$ cat src/rtl/bcd_serial_addsub_ctrl_pkg.sv
// Shared definitions for the serial BCD add/sub sequencer.
//   state_e     : sequencer states (IDLE, RUN, DONE)
//   BCD_W       : bits per BCD digit
//   MAX_DIGIT   : largest legal BCD digit value
//   CORRECTION  : value added to a binary digit sum above 9 to wrap it into BCD
package bcd_serial_addsub_ctrl_pkg;

    typedef enum logic [1:0] {
        ST_IDLE = 2'd0,
        ST_RUN  = 2'd1,
        ST_DONE = 2'd2
    } state_e;

    localparam int                BCD_W      = 4;
    localparam logic [BCD_W-1:0]  MAX_DIGIT  = 4'd9;
    localparam logic [BCD_W-1:0]  CORRECTION = 4'd6;

endpackage

$ cat src/rtl/bcd_serial_addsub_ctrl_if.sv
// Requester-side bus of the serial BCD add/sub sequencer.
//   start/op/a/b          : request strobe, operation select, packed BCD operands
//   busy/done             : status, one-cycle completion pulse
//   result/cout/err       : packed BCD result, carry / sign flag, bad-digit flag
// master = requester, slave = sequencer.
interface bcd_serial_addsub_ctrl_if
    import bcd_serial_addsub_ctrl_pkg::*;
#(
    parameter int DIGITS = 4
);
    logic                    start;
    logic                    op;
    logic [BCD_W*DIGITS-1:0] a;
    logic [BCD_W*DIGITS-1:0] b;
    logic                    busy;
    logic                    done;
    logic [BCD_W*DIGITS-1:0] result;
    logic                    cout;
    logic                    err;

    modport master (
        output start, op, a, b,
        input  busy, done, result, cout, err
    );

    modport slave (
        input  start, op, a, b,
        output busy, done, result, cout, err
    );
endinterface

$ cat src/rtl/bcd_digit_adder.sv
// Combinational single-digit BCD adder.
//   x, y : BCD digits (0..9)
//   cin  : decimal carry in
//   sum  : corrected BCD sum digit
//   cout : decimal carry out
module bcd_digit_adder
    import bcd_serial_addsub_ctrl_pkg::*;
(
    input  logic [BCD_W-1:0] x,
    input  logic [BCD_W-1:0] y,
    input  logic             cin,
    output logic [BCD_W-1:0] sum,
    output logic             cout
);
    logic [BCD_W:0] s;

    assign s = {1'b0, x} + {1'b0, y} + {{BCD_W{1'b0}}, cin};

    // Adding 6 modulo 16 skips the six unused binary codes 10..15.
    always_comb begin
        if (s > {1'b0, MAX_DIGIT}) begin
            sum  = s[BCD_W-1:0] + CORRECTION;
            cout = 1'b1;
        end else begin
            sum  = s[BCD_W-1:0];
            cout = 1'b0;
        end
    end
endmodule

$ cat src/rtl/bcd_serial_addsub_ctrl.sv
// Multi-digit packed-BCD add/subtract sequencer. One digit adder is reused
// least-significant digit first, one digit per clock. Subtraction is done as
// A + nines_complement(B) + 1, so the final carry is 1 when A >= B.
//   clk, rst_n : clock, asynchronous active-low reset
//   bus        : slave side of bcd_serial_addsub_ctrl_if (request + result)
module bcd_serial_addsub_ctrl
    import bcd_serial_addsub_ctrl_pkg::*;
#(
    parameter int DIGITS = 4
) (
    input logic                      clk,
    input logic                      rst_n,
    bcd_serial_addsub_ctrl_if.slave  bus
);
    localparam int W     = BCD_W * DIGITS;
    localparam int IDX_W = (DIGITS > 1) ? $clog2(DIGITS) : 1;

    state_e             state_q, state_d;
    logic [IDX_W-1:0]   idx_q, idx_d;
    logic [W-1:0]       a_q, a_d;
    logic [W-1:0]       b_q, b_d;
    logic               carry_q, carry_d;
    logic [W-1:0]       result_q, result_d;
    logic               cout_q, cout_d;
    logic               err_q, err_d;
    logic               busy_q, busy_d;
    logic               done_q, done_d;

    logic               any_bad;
    logic [W-1:0]       b_nines;
    logic [BCD_W-1:0]   dig_x, dig_y, dig_sum;
    logic               dig_cout;

    // Screen incoming operands and pre-compute the nine's complement of B.
    always_comb begin
        any_bad = 1'b0;
        b_nines = '0;
        for (int i = 0; i < DIGITS; i++) begin
            if (bus.a[i*BCD_W +: BCD_W] > MAX_DIGIT || bus.b[i*BCD_W +: BCD_W] > MAX_DIGIT)
                any_bad = 1'b1;
            b_nines[i*BCD_W +: BCD_W] = MAX_DIGIT - bus.b[i*BCD_W +: BCD_W];
        end
    end

    assign dig_x = a_q[int'(idx_q)*BCD_W +: BCD_W];
    assign dig_y = b_q[int'(idx_q)*BCD_W +: BCD_W];

    bcd_digit_adder u_digit_adder (
        .x    (dig_x),
        .y    (dig_y),
        .cin  (carry_q),
        .sum  (dig_sum),
        .cout (dig_cout)
    );

    always_comb begin
        // NOTE: every *_d gets a default first so no path leaves it unassigned (no latches).
        state_d  = state_q;
        idx_d    = idx_q;
        a_d      = a_q;
        b_d      = b_q;
        carry_d  = carry_q;
        result_d = result_q;
        cout_d   = cout_q;
        err_d    = err_q;
        busy_d   = busy_q;
        done_d   = 1'b0;

        unique case (state_q)
            ST_IDLE, ST_DONE: begin
                if (state_q == ST_DONE)
                    state_d = ST_IDLE;
                if (bus.start) begin
                    a_d      = bus.a;
                    b_d      = bus.op ? b_nines : bus.b;
                    carry_d  = bus.op;
                    idx_d    = '0;
                    result_d = '0;
                    cout_d   = 1'b0;
                    err_d    = 1'b0;
                    if (any_bad) begin
                        // Bad digit: finish at once, result stays 0.
                        err_d   = 1'b1;
                        state_d = ST_DONE;
                        done_d  = 1'b1;
                        busy_d  = 1'b0;
                    end else begin
                        state_d = ST_RUN;
                        busy_d  = 1'b1;
                    end
                end
            end
            ST_RUN: begin
                result_d[int'(idx_q)*BCD_W +: BCD_W] = dig_sum;
                carry_d = dig_cout;
                idx_d   = idx_q + IDX_W'(1);
                if (idx_q == IDX_W'(DIGITS - 1)) begin
                    cout_d  = dig_cout;
                    idx_d   = '0;
                    state_d = ST_DONE;
                    busy_d  = 1'b0;
                    done_d  = 1'b1;
                end
            end
            default: begin
                state_d = ST_IDLE;
                busy_d  = 1'b0;
            end
        endcase
    end

    // NOTE: sequential state uses non-blocking assignments so all flops update together.
    always_ff @(posedge clk or negedge rst_n) begin
        if (!rst_n) begin
            state_q  <= ST_IDLE;
            idx_q    <= '0;
            a_q      <= '0;
            b_q      <= '0;
            carry_q  <= 1'b0;
            result_q <= '0;
            cout_q   <= 1'b0;
            err_q    <= 1'b0;
            busy_q   <= 1'b0;
            done_q   <= 1'b0;
        end else begin
            state_q  <= state_d;
            idx_q    <= idx_d;
            a_q      <= a_d;
            b_q      <= b_d;
            carry_q  <= carry_d;
            result_q <= result_d;
            cout_q   <= cout_d;
            err_q    <= err_d;
            busy_q   <= busy_d;
            done_q   <= done_d;
        end
    end

    assign bus.busy   = busy_q;
    assign bus.done   = done_q;
    assign bus.result = result_q;
    assign bus.cout   = cout_q;
    assign bus.err    = err_q;
endmodule

$ cat src/flat_wrapper.sv
// flat-port wrapper written by rule: the top's interface ports become plain ports
module bcd_serial_addsub_ctrl_flat import bcd_serial_addsub_ctrl_pkg::*;
#(
    parameter int DIGITS = 4
)
  (clk, rst_n, bus_start, bus_op, bus_a, bus_b, bus_busy, bus_done, bus_result, bus_cout, bus_err);
  bcd_serial_addsub_ctrl_if #(.DIGITS(DIGITS)) bus_i ();
  input logic clk;
  input logic rst_n;
  input wire logic [$bits(bus_i.start)-1:0] bus_start;
  input wire logic [$bits(bus_i.op)-1:0] bus_op;
  input wire logic [$bits(bus_i.a)-1:0] bus_a;
  input wire logic [$bits(bus_i.b)-1:0] bus_b;
  output wire logic [$bits(bus_i.busy)-1:0] bus_busy;
  output wire logic [$bits(bus_i.done)-1:0] bus_done;
  output wire logic [$bits(bus_i.result)-1:0] bus_result;
  output wire logic [$bits(bus_i.cout)-1:0] bus_cout;
  output wire logic [$bits(bus_i.err)-1:0] bus_err;
  assign bus_i.start = bus_start;
  assign bus_i.op = bus_op;
  assign bus_i.a = bus_a;
  assign bus_i.b = bus_b;
  assign bus_busy = bus_i.busy;
  assign bus_done = bus_i.done;
  assign bus_result = bus_i.result;
  assign bus_cout = bus_i.cout;
  assign bus_err = bus_i.err;
  bcd_serial_addsub_ctrl #(.DIGITS(DIGITS)) u_core (.clk(clk), .rst_n(rst_n), .bus(bus_i));
endmodule
$ cat config.mk
export PLATFORM = sky130hd
export DESIGN_NAME = bcd_serial_addsub_ctrl_flat
export DESIGN_NICKNAME = d
export VERILOG_FILES = /design/src/rtl/bcd_serial_addsub_ctrl_pkg.sv /design/src/rtl/bcd_serial_addsub_ctrl_if.sv /design/src/rtl/bcd_digit_adder.sv /design/src/rtl/bcd_serial_addsub_ctrl.sv /design/src/flat_wrapper.sv
export SDC_FILE = /design/constraint.sdc
export NUM_CORES = 1
export LEC_CHECK = 0
export ABC_AREA = 1
export BUFFER_PORTS_ARGS = -buffer_cell sky130_fd_sc_hd__buf_2
export CORE_MARGIN = 5
export CORE_UTILIZATION = 50
export CTS_CLUSTER_DIAMETER = 50
export DETAILED_ROUTE_END_ITERATION = 6
export PLACE_DENSITY = 0.76
export REMOVE_ABC_BUFFERS = 1
export SYNTH_ARGS = -nofsm -noshare
export SYNTH_HDL_FRONTEND = slang
export SYNTH_SLANG_ARGS = --single-unit
$ cat constraint.sdc
create_clock -name clk -period 2.85 [get_ports clk]
set_input_delay 0.1425 -clock clk [delete_from_list [all_inputs] [get_ports clk]]
set_output_delay 0.1425 -clock clk [all_outputs]
set_load 0.03 [all_outputs]
### Yosys cells after proc, flatten, opt, wreduce, memory -nomap -nowiden

Cells that the tools add are included.

* input bits: 36
* output and inout bits: 20
* logic and storage cells: 81
* flip-flop bits (word level): 57

* reduce and logical (&&, ||, !) cells: 12
* equal/unequal tests: 6
* add/sub/neg operators: 9
* order comparisons: 9
* multiplexer cells: 31
* shift operators: 4

Operator list (number)
* 4-bit negator with 33-bit output: 1
* 4-bit by 33-bit variable shift with 16-bit output, first input constant: 1
* 4-bit by 33-bit variable part select with 16-bit output: 1
* 4-bit > comparator, second input constant: 8
* 16-bit 2-to-1 mux: 2
* 16-bit one-hot mux with 2 select lines: 1
* 16-bit by 5-bit variable part select with 4-bit output: 2
* 16-bit bitwise mux: 1
* 4-bit subtractor, first input constant: 4
* 1-bit 2-to-1 mux: 14
* 2-bit 2-to-1 mux: 6
* 1-bit one-hot mux with 2 select lines: 4
* 2-bit one-hot mux with 2 select lines: 2
* 2-bit AND reduction: 4
* 4-bit by 4-bit adder with 5-bit output: 1
* 5-bit by 1-bit adder with 5-bit output: 1
* 5-bit by 4-bit > comparator with 1-bit output, second input constant: 1
* 4-bit by 3-bit adder with 4-bit output, second input constant: 1
* 2-bit == test, second input constant: 2
* 1-bit logical OR: 4
* 4-bit 2-to-1 mux: 1
* 3-bit by 2-bit != test with 1-bit output, second input constant: 1
* 3-bit AND reduction: 1
* 2-bit by 1-bit adder with 2-bit output, second input constant: 1
* 6 further kinds: 6

### Logic depth before layout (Yosys ltp)

* depth after elaboration: 9
* mapped depth: 20
* mapped depth without buffers: 18

### Modules after synthesis

Synthesis repeated with hierarchy kept, for this count alone.

* cells, all modules: 371
* area total of the unflattened synthesis: 3042.9 sq um

By module, submodules not included
* bcd_serial_addsub_ctrl: cells each 326, times used 1, seq. area each 1426.4 sq um, area each 2743.9 sq um
* bcd_digit_adder: cells each 45, times used 1, seq. area each 0.0 sq um, area each 299.0 sq um

### Worst setup path before layout

Ideal clock, no wire load.

* path type: reg-to-reg
* from: register u_core.idx_q[0]
* to: register u_core.result_q[10], in the netlist u_core.bus.result[10]
* clock period less this slack: 2.894 ns
* data required time: 2.718 ns
* library setup time: 0.132 ns
* stages on the path, launching flop included: 18
* buffers on the path: 2
* data arrival time: 2.762 ns
* setup slack: -0.044 ns
* cells stage by stage: dfrtp_1 buf_2 inv_1 buf_2 nor2_1 o22ai_1 fa_1 fa_1 inv_1 ha_1 inv_1 nor2_1 a21oi_2 nand2_2 nand3b_1 nand2_2 nand3_1 o21ai_0

* cells in the longest elaborated chain, start to end: 8
* elaborated cells between the ends (all ways): 12
* those cells by class: 4 x add/sub; 1 x order compare; 4 x shift; 3 x mux

RTL lines
* from (decl): RTL line bcd_serial_addsub_ctrl.sv:19 `logic [IDX_W-1:0] idx_q, idx_d;`
* from (signal assigned): RTL line bcd_serial_addsub_ctrl.sv:127 `idx_q <= idx_d;`
* 16-bit by 5-bit variable part select with 4-bit output, on equally long branches: RTL line bcd_serial_addsub_ctrl.sv:45, bcd_serial_addsub_ctrl.sv:46
* 4-bit by 4-bit adder with 5-bit output: RTL line bcd_digit_adder.sv:17 `assign s = {1'b0, x} + {1'b0, y} + {{BCD_W{1'b0}}, cin};`
* 5-bit by 1-bit adder with 5-bit output: RTL line bcd_digit_adder.sv:17
* 4-bit by 3-bit adder with 4-bit output / 5-bit by 4-bit > comparator with 1-bit output (equally long branches): RTL line bcd_digit_adder.sv:22, bcd_digit_adder.sv:21
* 4-bit 2-to-1 mux: RTL line bcd_digit_adder.sv:21 `if (s > {1'b0, MAX_DIGIT}) begin`
* 4-bit by 33-bit variable part select with 16-bit output: RTL line bcd_serial_addsub_ctrl.sv:94 `result_d[int'(idx_q)*BCD_W +: BCD_W] = dig_sum;`
* 16-bit bitwise mux *: RTL line bcd_serial_addsub_ctrl.sv:94
* 16-bit one-hot mux with 2 select lines *: RTL line bcd_serial_addsub_ctrl.sv:69 `unique case (state_q)`
* to (signal assigned): RTL line bcd_serial_addsub_ctrl.sv:131 `result_q <= result_d;`
* to (decl): RTL line bcd_serial_addsub_ctrl.sv:23 `logic [W-1:0] result_q, result_d;`

Mark *: on every way between the ends. The rest lies on a longest branch, timed or not.
A chain may end at the register's enable or synchronous reset.

### Worst setup path after layout

Ends and elaborated chain as after synthesis.

==> flow_results.org <==
** Status
- The run finished, with violations left.
- Violated checks :: negative setup slack

** Clock network
- Root Buffer Master :: sky130_fd_sc_hd__clkbuf_8
- TritonCTS built the clock tree.
- The clock net in this run drives a total of 57 sinks.
- Clock latency at the later pin of the worst-skew pair :: around 0.34 ns
- CTS Buf Count :: 9
- CTS HTree Levels :: 3
- Number of buffers between clock root and the deepest sink :: 2
- Clock-pin slew was measured on the worst setup and hold paths at 0.06 ns.

** Setup path
- STA classifies the critical path endpoint as a register.
- For the worst setup path, the data required time is 3.09 ns.
- In this design, the stage delay of the slowest critical-path cell is approximately 0.60 ns.
- Together, buffers and inverters on the worst path number 3.
- In this run the critical register-to-register path is launched from u_core.idx_q[0]$_DFFE_PN0P_.
- Of all nets on the critical path, the largest fanout is 7.
- Type of the setup path with the least slack :: register to register
- Startpoint Class :: register
- Startpoint of the worst setup timing path :: u_core.idx_q[0]$_DFFE_PN0P_
- Cell with the largest stage delay on the worst path :: sky130_fd_sc_hd__fa_2
- Data on the critical path arrives at its endpoint at between 3 and 4 ns.
- The cell family contributing the most delay on the critical path is adder cells.
- CP Cell Sequence :: clkinvlp_4 > o21ai_2 > o22ai_2 > fa_2 > fa_2 > inv_2 > ha_4 > inv_2 > nor2_2 > a21oi_2 > nand2_2 > nand2_4 > nand2_2 > nand2_4 > nand3_2 > o21ai_1

** Layout
- Fill cells in the final layout number roughly 500.
- At the end of the flow, the number of nets in the layout was roughly 500.
- Area added between synthesis and finish :: 26.3%
- The number of antenna diodes in the final layout is 0.
- The post-route netlist has about a quarter of its cells at a drive strength greater than 1.
- The multi-input combinational cells in the finished layout cover a total of between 0.001 and 0.0015 mm^2.
- Design Area, Final :: about 0.0038 mm^2
- Post-Layout Cell Count :: ~530
- Storage cell area :: between 0.001 and 0.0015 mm^2

** Synth
- In the synthesized netlist, the cells that appear most often are sky130_fd_sc_hd__nand2_1, sky130_fd_sc_hd__dfrtp_1, sky130_fd_sc_hd__o21ai_0.
- Dominant cells by area after synthesis :: sky130_fd_sc_hd__dfrtp_1, sky130_fd_sc_hd__nand2_1, sky130_fd_sc_hd__o21ai_0, sky130_fd_sc_hd__ha_1, sky130_fd_sc_hd__inv_1
- EDFF count, synth :: 0
- Cell variety after synth :: 33
- Most frequently used cell type in the post-synthesis netlist :: sky130_fd_sc_hd__nand2_1
- In this run the mean area of a mapped cell was ~8.1 um^2.
- Top FF cell, synth :: sky130_fd_sc_hd__dfrtp_1
- Cell count after synthesis :: roughly 370
- After synthesis, flip-flops and latches occupy a little under half of the total area.
- Post-synthesis cell type with the largest combined area :: sky130_fd_sc_hd__dfrtp_1
- Yosys top cell area share :: between 40% and 50%
- Post-synthesis instance area :: 0.00302 mm^2
- Synth async-reset ratio :: between 90% and 100%
- Synthesis-stage register bit count :: 57
- Total of warnings raised by yosys :: 0

** Hold path
- The worst hold path begins at bus_a[6].
- Hold WC Path Type :: input pin to register

** STA
- The number of pins exceeding their max-slew limit in the final report came to 0.
- Derived from the worst setup path, the maximum achievable clock frequency is approximately 330 MHz.
- The hold violation count in the final report is 0.
- The worst pin sits at a relative slew slack of 44.5%.
- Once routing completed, OpenROAD measured the worst setup slack at -0.159 ns.
- Post-route clock skew :: roughly 0.012 ns
- Fin crit period :: between 3 and 4 ns
- At the pin with the least slew margin, the transition time is ~0.83 ns.
- Setup TNS :: -1.68 ns
- Period utilization :: 106%
- Setup repair after global routing could not meet its margin everywhere.
- Final setup viols :: 14

** Drt
- Number of remaining DRC errors :: 0
- In this run the remaining antenna-violating nets after routing total 0.
- Routed wire length per instance :: about 14 um
- Via count of the routed design :: between 2,000 and 3,000
- Detailed router's first-iteration violation count :: 103
- Summed over all layers, the routed wires come to approximately 7600 um.
- Number of vias per cell after detailed routing :: approximately 5.2
- The pre-antenna-repair detailed-routing pass consisted of 4 iterations.

** GRT
- Largest net degree at the start of global routing :: between 50 and 60
- Via count of the first global-routing pass :: about 2,700
- The number of antenna violations at the first check in global routing came to 0.
- First-pass GRT wire length :: 12,300 um
- Global routing finished with a remaining overflow of 0.
- Across every metal layer, demand over resource in global routing totals 20.6%.

** Power and ir drop
- Combinational cells account for ~28% of the total power.
- VDD sags by at most around 0.34 mV.
- Clock network fraction of design power :: 35.3%
- Power per cell area :: between 600 and 700 mW/mm^2
- Static Leak :: around 2.0 nW
- Internal power consumption :: approximately 1.7 mW
- Sequential Power Share :: 36.8%
- Summing internal, switching and leakage power gives between 2 and 2.5 mW.
- Switch share :: 31.3%
- Net switching power :: 0.773 mW

** Placement
- Total half-perimeter wirelength after legalization and detailed placement :: roughly 5400 um
- Routability congestion estimate from global placement :: about 0.90
- Cell count after placement :: about 500
- Placed cell areas :: roughly 0.0034 mm^2
- Prior to clock tree synthesis, the placed netlist has a worst setup slack of -0.108 ns.
- Count of port buffers added during placement :: 55

** Die
- Initial Utilization :: 51.3%
- # IOs :: 56
- Row count :: 28
- Die Span X :: around 88 um
- Core footprint :: roughly 0.0059 mm^2
- The floorplan step set the die height to between 80 and 90 um.
- The die covers 0.00769 mm^2.

** Job
- Max-cap violations in this run came to 0.
[worst paths after layout]
kind | cells after the start | end | slack, ns
max | 16 | u_core.bus.result[10]$_DFFE_PN0P_ | -0.16
max reg2reg | 16 | u_core.bus.result[10]$_DFFE_PN0P_ | -0.16
min in group asynchronous | 2 | u_core.bus.result[8]$_DFFE_PN0P_ | 0.44
min reg2reg | 2 | u_core.bus.result[6]$_DFFE_PN0P_ | 0.48
max in group asynchronous | 3 | u_core.b_q[11]$_DFFE_PN0P_ | 1.61
min | 3 | u_core.a_q[6]$_DFFE_PN0P_ | 0.01
[area by class of cell]
cell class	instances	share of cell area, %
Clock buffer	13	4.43
Sequential cell	57	37.4
Multi-Input combinational cell	269	39.2
Clock inverter	2	1.58
Timing Repair Buffer	75	11.4
Inverter	35	3.54
Tap cell	75	2.46
[cell usage in the layout, fill, tap and decap left out, types with 4 or more instances in the layout]
cell / instances
sky130_fd_sc_hd__nor2_1: 26
sky130_fd_sc_hd__o21ai_0: 42
sky130_fd_sc_hd__xnor2_1: 4
sky130_fd_sc_hd__dfrtp_1: 56
sky130_fd_sc_hd__nand2_2: 4
sky130_fd_sc_hd__nand3_2: 4
sky130_fd_sc_hd__nand4_1: 7
sky130_fd_sc_hd__buf_2: 55
sky130_fd_sc_hd__o21ai_2: 4
sky130_fd_sc_hd__buf_4: 17
sky130_fd_sc_hd__o22ai_1: 7
sky130_fd_sc_hd__xor2_1: 4
sky130_fd_sc_hd__nand2_1: 107
sky130_fd_sc_hd__inv_1: 29
sky130_fd_sc_hd__a21oi_1: 9
sky130_fd_sc_hd__nand3_1: 12
sky130_fd_sc_hd__clkbuf_8: 12
sky130_fd_sc_hd__nand2_4: 6
sky130_fd_sc_hd__ha_1: 11
[worst reg2reg max path, cell delays in order (launching register included)]
cell and delay (ns):
sky130_fd_sc_hd__dfrtp_2 0.41, sky130_fd_sc_hd__clkinvlp_4 0.18, sky130_fd_sc_hd__o21ai_2 0.19, sky130_fd_sc_hd__o22ai_2 0.11
sky130_fd_sc_hd__fa_2 0.42, sky130_fd_sc_hd__fa_2 0.60, sky130_fd_sc_hd__inv_2 0.06, sky130_fd_sc_hd__ha_4 0.16
sky130_fd_sc_hd__inv_2 0.05, sky130_fd_sc_hd__nor2_2 0.04, sky130_fd_sc_hd__a21oi_2 0.15, sky130_fd_sc_hd__nand2_2 0.11
sky130_fd_sc_hd__nand2_4 0.13, sky130_fd_sc_hd__nand2_2 0.08, sky130_fd_sc_hd__nand2_4 0.08, sky130_fd_sc_hd__nand3_2 0.05
sky130_fd_sc_hd__o21ai_1 0.10
[power by group through the flow]
stage          clock (mW)  sequential [mW]  combinational (mW)
2_1_floorplan           0            0.917               0.360
4_1_cts             0.882            0.906               0.551
3_3_place_gp            0            0.920               0.519
6_report            0.872            0.909               0.687
3_5_place_dp            0            0.920               0.543
5_1_grt             0.920            0.914               0.761
[through the flow]
| stage | util, % | hold WS [ns] |
|---|---|---|
| 2_1_floorplan | - | -0.153 |
| 3_3_place_gp | 58.1 | 0.294 |
| 3_5_place_dp | 58.1 | 0.284 |
| 4_1_cts | 62.7 | 0.000504 |
| 5_1_grt | 64.8 | 0.00116 |
| 6_report | 64.8 | 0.0120 |
[metal layers]
metal | global-route usage [%] | wire (um) | part of all wire (%) | vias to the layer above
met5 | 0 | 0 | 0 | -
met4 | 9.76 | 155 | 2.0 | 0
met3 | 4.14 | 384 | 5.1 | 18
met2 | 33.8 | 3680 | 48 | 77
met1 | 25.9 | 3380 | 44 | 1289
li1 | - | - | - | 1360
[kinds of logic after synthesis]
| logic type | count (synthesis) | synth area share [%] |
|---|---|---|
| and+or+nand+nor | 174 | 24.6 |
| adders and majority gates | 14 | 6.30 |
| xor gates and xnor gates | 8 | 2.32 |
| AOI/OAI and AO/OA | 73 | 13.4 |
| buffers and inverters | 47 | 6.13 |
| DFF | 57 | 47.2 |
[registers in the layout, indices dropped and copies added (netlist names)]
register	cells
u_core.bus.err	1
u_core.bus.done	1
u_core.b_q	16
u_core.carry_q	1
u_core.bus.busy	1
u_core.a_q	16
u_core.idx_q	2
u_core.state_q	2
u_core.bus.cout	1
u_core.bus.result	16
[repair_timing]
action / in CTS / in global routing
setup endpoints to repair: 14 / 14
cloned: 0 / 0
resized for setup: 1 / 29
pin swaps: 0 / 9
setup buffers: 2 / 4
hold buffers: 3 / 0
hold endpoints to repair: 39 / 0
(Power assumes the default switching activity.)
